<file path="config.mk">
export PLATFORM = sky130hd
export DESIGN_NAME = time_set_ctrl
export DESIGN_NICKNAME = d
export VERILOG_FILES = /design/src/rtl/time_set_pkg.sv /design/src/rtl/digit_field.sv /design/src/rtl/time_set_ctrl.sv
export SDC_FILE = /design/constraint.sdc
export NUM_CORES = 1
export LEC_CHECK = 0
export CORE_MARGIN = 4
export CORE_UTILIZATION = 35
export CTS_CLUSTER_SIZE = 40
export DETAILED_ROUTE_END_ITERATION = 8
export PLACE_DENSITY = 0.63
export SETUP_SLACK_MARGIN = 0.1
export SLEW_MARGIN = 20
export SYNTH_ARGS = -nofsm -noshare
export SYNTH_HDL_FRONTEND = slang
export SYNTH_SLANG_ARGS = --single-unit
export TNS_END_PERCENT = 20
</file>
<file path="constraint.sdc">
create_clock -name clock -period 6 [get_ports clock]
set_input_delay 1.5 -clock clock [delete_from_list [all_inputs] [get_ports clock]]
set_output_delay 1.5 -clock clock [all_outputs]
set_load 0.1 [all_outputs]
</file>
<file path="src/rtl/time_set_pkg.sv">
// Shared types and limits for the keypad time-setting controller.
package time_set_pkg;

    localparam int unsigned HOUR_W     = 5;
    localparam int unsigned MINSEC_W   = 6;
    localparam int unsigned CNT_W      = 2;
    localparam int unsigned HOUR_MAX   = 23;
    localparam int unsigned MINSEC_MAX = 59;

    localparam logic [3:0] KEY_STAR = 4'hA;
    localparam logic [3:0] KEY_HASH = 4'hB;

    typedef enum logic [2:0] {
        S_IDLE,
        S_HOUR,
        S_MIN,
        S_SEC,
        S_COMMIT
    } state_e;

    typedef enum logic [1:0] {
        F_HOUR,
        F_MIN,
        F_SEC
    } field_e;

    typedef struct packed {
        logic [HOUR_W-1:0]   hour;
        logic [MINSEC_W-1:0] minute;
        logic [MINSEC_W-1:0] second;
    } hms_t;

    function automatic logic [MINSEC_W-1:0] field_max(input field_e f);
        return (f == F_HOUR) ? MINSEC_W'(HOUR_MAX) : MINSEC_W'(MINSEC_MAX);
    endfunction

    // Largest value the field register can hold; oversize entries clamp here and fail the range check.
    function automatic logic [MINSEC_W-1:0] field_sat(input field_e f);
        return (f == F_HOUR) ? MINSEC_W'((1 << HOUR_W) - 1) : MINSEC_W'((1 << MINSEC_W) - 1);
    endfunction

    function automatic state_e next_field(input state_e s);
        case (s)
            S_HOUR:  return S_MIN;
            S_MIN:   return S_SEC;
            default: return S_COMMIT;
        endcase
    endfunction

    function automatic state_e prev_field(input state_e s);
        case (s)
            S_SEC:   return S_MIN;
            S_MIN:   return S_HOUR;
            default: return S_IDLE;
        endcase
    endfunction

endpackage

</file>
<file path="src/rtl/digit_field.sv">
// Two-digit decimal accumulator shared by the hour/minute/second fields:
// digit count register, next-value computation and range check.
module digit_field
    import time_set_pkg::*;
(
    input  logic                clock,
    input  logic                reset,
    input  field_e              sel_i,
    input  logic [MINSEC_W-1:0] val_i,
    input  logic                digit_i,
    input  logic [3:0]          digit_val_i,
    input  logic                clr_i,
    output logic [MINSEC_W-1:0] nxt_val_o,
    output logic [CNT_W-1:0]    cnt_o,
    output logic                in_range_o
);

    localparam int unsigned PROD_W = 10;

    logic [CNT_W-1:0]  cnt_q, cnt_d;
    logic              take;
    logic [PROD_W-1:0] prod;

    always_comb begin
        take      = digit_i && (cnt_q < CNT_W'(2));
        prod      = PROD_W'(val_i) * PROD_W'(10) + PROD_W'(digit_val_i);
        nxt_val_o = val_i;
        if (take) begin
            nxt_val_o = (prod > PROD_W'(field_sat(sel_i))) ? field_sat(sel_i)
                                                            : prod[MINSEC_W-1:0];
        end
        cnt_d = cnt_q;
        if (clr_i) begin
            cnt_d = '0;
        end else if (take) begin
            cnt_d = cnt_q + CNT_W'(1);
        end
        in_range_o = (val_i <= field_max(sel_i));
    end

    always_ff @(posedge clock or negedge reset) begin
        if (!reset) begin
            cnt_q <= '0;
        end else begin
            cnt_q <= cnt_d;
        end
    end

    assign cnt_o = cnt_q;

endmodule

</file>
<file path="src/rtl/time_set_ctrl.sv">
// Keypad-driven hour/minute/second setting session with confirm, step-back,
// range check and inactivity timeout; emits a one-cycle load of the staged time.
module time_set_ctrl
    import time_set_pkg::*;
#(
    parameter int unsigned TIMEOUT_S = 10
) (
    input  logic                clock,
    input  logic                reset,
    input  logic                start,
    input  logic                key_valid,
    input  logic [3:0]          key_code,
    input  logic                tick_1hz,
    output logic                hour_en,
    output logic                min_en,
    output logic                sec_en,
    output logic [HOUR_W-1:0]   set_hour,
    output logic [MINSEC_W-1:0] set_min,
    output logic [MINSEC_W-1:0] set_sec,
    output logic                load,
    output logic                busy,
    output logic                error
);

    localparam int unsigned INACT_W = 6;

    state_e              state_q, state_d;
    hms_t                set_q, set_d;
    logic [INACT_W-1:0]  inact_q, inact_d;
    logic                load_q, busy_q, error_q, err_d;
    logic [2:0]          en_q;

    field_e              sel;
    logic [MINSEC_W-1:0] cur_val, nxt_val, wr_val;
    logic [CNT_W-1:0]    cnt;
    logic                in_range, in_field, is_digit, is_star, is_hash;
    logic                clr_cnt, timeout, wr_en;

    // Route the active field through the shared accumulator.
    always_comb begin
        sel     = F_HOUR;
        cur_val = MINSEC_W'(set_q.hour);
        case (state_q)
            S_MIN: begin
                sel     = F_MIN;
                cur_val = set_q.minute;
            end
            S_SEC: begin
                sel     = F_SEC;
                cur_val = set_q.second;
            end
            default: ;
        endcase
    end

    assign in_field = (state_q == S_HOUR) || (state_q == S_MIN) || (state_q == S_SEC);
    assign is_digit = key_valid && (key_code <= 4'd9);
    assign is_star  = key_valid && (key_code == KEY_STAR);
    assign is_hash  = key_valid && (key_code == KEY_HASH);
    // Any key, even an ignored code, beats a coincident timeout.
    assign timeout  = in_field && tick_1hz && !key_valid
                   && (inact_q == INACT_W'(TIMEOUT_S - 1));

    digit_field u_digit_field (
        .clock       (clock),
        .reset       (reset),
        .sel_i       (sel),
        .val_i       (cur_val),
        .digit_i     (in_field && is_digit),
        .digit_val_i (key_code),
        .clr_i       (clr_cnt),
        .nxt_val_o   (nxt_val),
        .cnt_o       (cnt),
        .in_range_o  (in_range)
    );

    always_comb begin
        state_d = state_q;
        set_d   = set_q;
        inact_d = inact_q;
        err_d   = 1'b0;
        clr_cnt = 1'b0;
        wr_en   = 1'b0;
        wr_val  = '0;

        if (key_valid) begin
            inact_d = '0;
        end else if (tick_1hz && (state_q != S_IDLE)) begin
            inact_d = inact_q + INACT_W'(1);
        end

        case (state_q)
            S_IDLE: begin
                if (start) begin
                    state_d = S_HOUR;
                    set_d   = '0;
                    clr_cnt = 1'b1;
                    inact_d = '0;
                end
            end
            S_HOUR, S_MIN, S_SEC: begin
                if (is_digit) begin
                    wr_en  = 1'b1;
                    wr_val = nxt_val;
                end else if (is_hash) begin
                    clr_cnt = 1'b1;
                    if (in_range) begin
                        state_d = next_field(state_q);
                    end else begin
                        err_d = 1'b1;
                        wr_en = 1'b1;
                    end
                end else if (is_star) begin
                    clr_cnt = 1'b1;
                    if (cnt != '0) begin
                        wr_en = 1'b1;
                    end else begin
                        state_d = prev_field(state_q);
                    end
                end else if (timeout) begin
                    state_d = S_IDLE;
                    clr_cnt = 1'b1;
                    inact_d = '0;
                end
            end
            default: state_d = S_IDLE;
        endcase

        if (wr_en) begin
            case (sel)
                F_HOUR:  set_d.hour   = HOUR_W'(wr_val);
                F_MIN:   set_d.minute = wr_val;
                default: set_d.second = wr_val;
            endcase
        end
    end

    always_ff @(posedge clock or negedge reset) begin
        if (!reset) begin
            state_q <= S_IDLE;
            set_q   <= '0;
            inact_q <= '0;
            load_q  <= 1'b0;
            busy_q  <= 1'b0;
            error_q <= 1'b0;
            en_q    <= '0;
        end else begin
            state_q <= state_d;
            set_q   <= set_d;
            inact_q <= inact_d;
            load_q  <= (state_d == S_COMMIT);
            busy_q  <= (state_d != S_IDLE);
            error_q <= err_d;
            en_q    <= {state_d == S_HOUR, state_d == S_MIN, state_d == S_SEC};
        end
    end

    assign hour_en  = en_q[2];
    assign min_en   = en_q[1];
    assign sec_en   = en_q[0];
    assign set_hour = set_q.hour;
    assign set_min  = set_q.minute;
    assign set_sec  = set_q.second;
    assign load     = load_q;
    assign busy     = busy_q;
    assign error    = error_q;

endmodule

</file>
==> key figures <==
Timing
  – RSZ-0062 raised after global routing: false
  – Worst-Margin Slew: 1.00 ns
  – Crit share post-route: 0.829
  – Skew final: 0.00924 ns
  – Slew Limit Fails: 0
  – Post-route minimum period: 4.97 ns
  – Fin Setup TNS: 0 ns
  – Hold violation count in the final report: 0
  – Rel. slew slack: 0.328
  – Setup violators final: 0
  – PnR worst setup slack: 1.03 ns
  – Peak Freq: 201 MHz

Yosys
  – Syn Inst Count: 250
  – Warnings from Yosys: 0
  – Mapped Area: 0.00242 mm^2
  – Syn nets: 277
  – Mean post-synth cell area: 9.69 um^2
  – Synth cell types: 56
  – Register area share after synthesis: 0.351
  – Dominant cells by area after synthesis: dfrtp_1, mux2i_1, ha_1
  – Async S/R FF share, synth: 1.00
  – FF+latch count, synth: 34
  – Cell accounting for the most synthesized area: dfrtp_1
  – Area share of the largest cell type after synthesis: 0.351
  – Commonest register cell after synthesis: dfrtp_1
  – EDFF count, synth: 0

Layout
  – Filler instances: 634
  – Final non-filler cell total: 363
  – Nets: 310
  – Multi-input gate area: 0.00145 mm^2
  – Diode count: 0
  – Register Area: 851 um^2
  – Layout area overhead: 20.2%
  – Post-route cell area: 0.00291 mm^2
  – Layout cells sized above 1: 0.0954

Floorplan
  – IO Count: 32
  – Die Y: 91.2 um
  – # rows: 30
  – Core area: 0.00676 mm^2
  – Die Area: 0.00832 mm^2
  – Die width: 91.2 um
  – Starting Density: 0.359

CTS
  – Root buf cell: clkbuf_8
  – Clock latency on the worst-skew pair: 0.29 ns
  – H-tree depth: 2
  – Hold buffers post-CTS: 0
  – CTS tree: done
  – Setup Fix Bufs, Post-CTS: 0
  – Max Root-Sink Buffers: 2
  – Post_cts resized: 0
  – Clk slew on worst S/H paths: 0.07 ns
  – TritonCTS Buffers: 5
  – Sink Count: 34

Setup path
  – Critical Path Start Type: register
  – Worst path max stage delay: 0.55 ns
  – Cell family with most CP delay: compound AO/OA/AOI/OAI gates
  – R2R Setup Slk: 1.03 ns
  – Setup crit end kind: register
  – Critical path required time: 6.13 ns
  – Critical path class: register to register
  – CP bufs+invs: 3
  – WP data arrival: 5.11 ns
  – Slowest-stage cell, CP: o31ai_1
  – Crit path max fanout: 11
  – CP Cell Sequence: nor2b_2 > inv_2 > a21oi_1 > inv_1 > ha_1 > ha_1 > inv_1 > fa_1 > nand3b_1 > or4_1 > o21ai_0 > nand3_1 > o31ai_1 > mux2i_1

Place
  – Cells after DPL: 356
  – Port-buffer cells: 31
  – Gpl congestion: 0.979
  – DPL Wire Length: 4460 um
  – DP Worst Slack: 1.05 ns
  – Placed cell areas: 0.00280 mm^2

Pwr
  – Pwr dens: 479 mW/mm^2
  – PnR Total Power: 1.40 mW
  – Worst vdd ir: 319 uV
  – Leakage: 1.32 nW

Outcome
  – Run status: finished, final reports clean

GRT
  – Vias in the first global route: 2001
  – First-pass GRT wire length: 10000 um
  – GR Util All Layers: 0.149
  – Remaining Overflow, GRT: 0
  – Pin count of the biggest net entering global routing: 35
  – Initial antenna violation count: 0

Detailed routing
  – WL/cell: 16.2 um
  – Pre-antenna DRT Iters: 4
  – Residual DRC: 0
  – Antenna Violating Nets Remaining: 0
  – Vias per inst: 5.42
  – WL final: 5880 um
  – Iteration-0 DRC Markers: 193
  – Via count: 1967

Flow run
  – MaxCap Viol Count: 0

Hold path
  – Hold Crit Class: register to register
==> synth_stat cells, drive strengths merged, types with 5 or more instances <==
library cell / instances
nand3: 8
dfrtp: 34
nor2: 22
inv: 21
nor2b: 5
mux2: 6
xnor2: 7
ha: 16
nand2: 26
mux2i: 22
o21ai: 5
a21oi: 10
==> tightest hold or removal path: stages (launching register included) <==
cell     delay [ns]
dfrtp_1        0.39
nand2_1        0.06
mux2i_1        0.06
==> per-stage QoR <==
| stage | hold slack (ns) | utilization |
|---|---|---|
| after floorplan | 0.505 | - |
| after global placement | 0.530 | 0.414 |
| after detailed placement | 0.541 | 0.414 |
| after CTS | 0.554 | 0.431 |
| after global routing | 0.572 | 0.431 |
| final | 0.552 | 0.431 |
==> registers in the layout, indices dropped and copies added (netlist names), 2 cells and up <==
name	flops
en_q	3
set_min	6
set_hour	5
set_sec	6
u_digit_field.cnt_o	2
inact_q	6
state_q	3
==> final timing paths <==
path	endpoint	cells after the start	startpoint
min in group asynchronous	set_min[4]	2	reset
max in group asynchronous	load	2	reset
worst max register to register	set_sec[3]	14	state_q[1]
worst max-delay path	set_sec[3]	14	state_q[1]
worst min register to register	set_sec[0]	2	set_sec[0]
worst min-delay path	set_sec[0]	2	set_sec[0]
==> cells by family (layout without fill, tap and decap cells) <==
group,Yosys count,after routing,share of synthesized area
adder cells (fa/ha/maj),18,18,0.0992
XOR/XNOR,11,11,0.0398
AO/OA/AOI/OAI,43,43,0.149
flip-flops,34,34,0.351
buffers and inverters,28,61,0.0506
AND/OR/NAND/NOR,88,88,0.186
multiplexers,28,28,0.124
==> placed cells by master (no fill, tap or decap), types with 3 or more instances in the layout <==
master,instances
dfrtp_1,34
clkdlybuf4s50_1,31
nand2_1,26
nor2_1,22
mux2i_1,21
inv_1,20
ha_1,16
a21oi_1,9
nand3_1,8
xnor2_1,7
mux2_2,6
clkbuf_8,6
o21ai_0,5
nor2b_1,4
xor2_1,4
o221ai_1,4
nor3b_1,3
o2111a_1,3
nor3_1,3
a21o_1,3
and3_1,3
a211oi_1,3
nand4_1,3
==> cell type report <==
cell class,count,share of cell area
Clock buffer,6,0.0284
Clock inverter,1,0.0103
Inverter,22,0.0284
Multi-Input combinational cell,188,0.497
Sequential cell,34,0.292
Tap cell,80,0.0344
Timing Repair Buffer,32,0.109
==> power breakdown <==
part | total (mW) | internal, mW | switching (mW)
sequential | 0.340 | 0.282 | 0.0582
combinational | 0.838 | 0.252 | 0.586
clock | 0.217 | 0.133 | 0.0845
==> routing by layer <==
layer  share of wire  global-route usage
met5               0                   0
met4           0.011              0.0427
met3           0.039              0.0331
met2            0.52               0.263
met1            0.43               0.181
(Power assumes the default switching activity.)
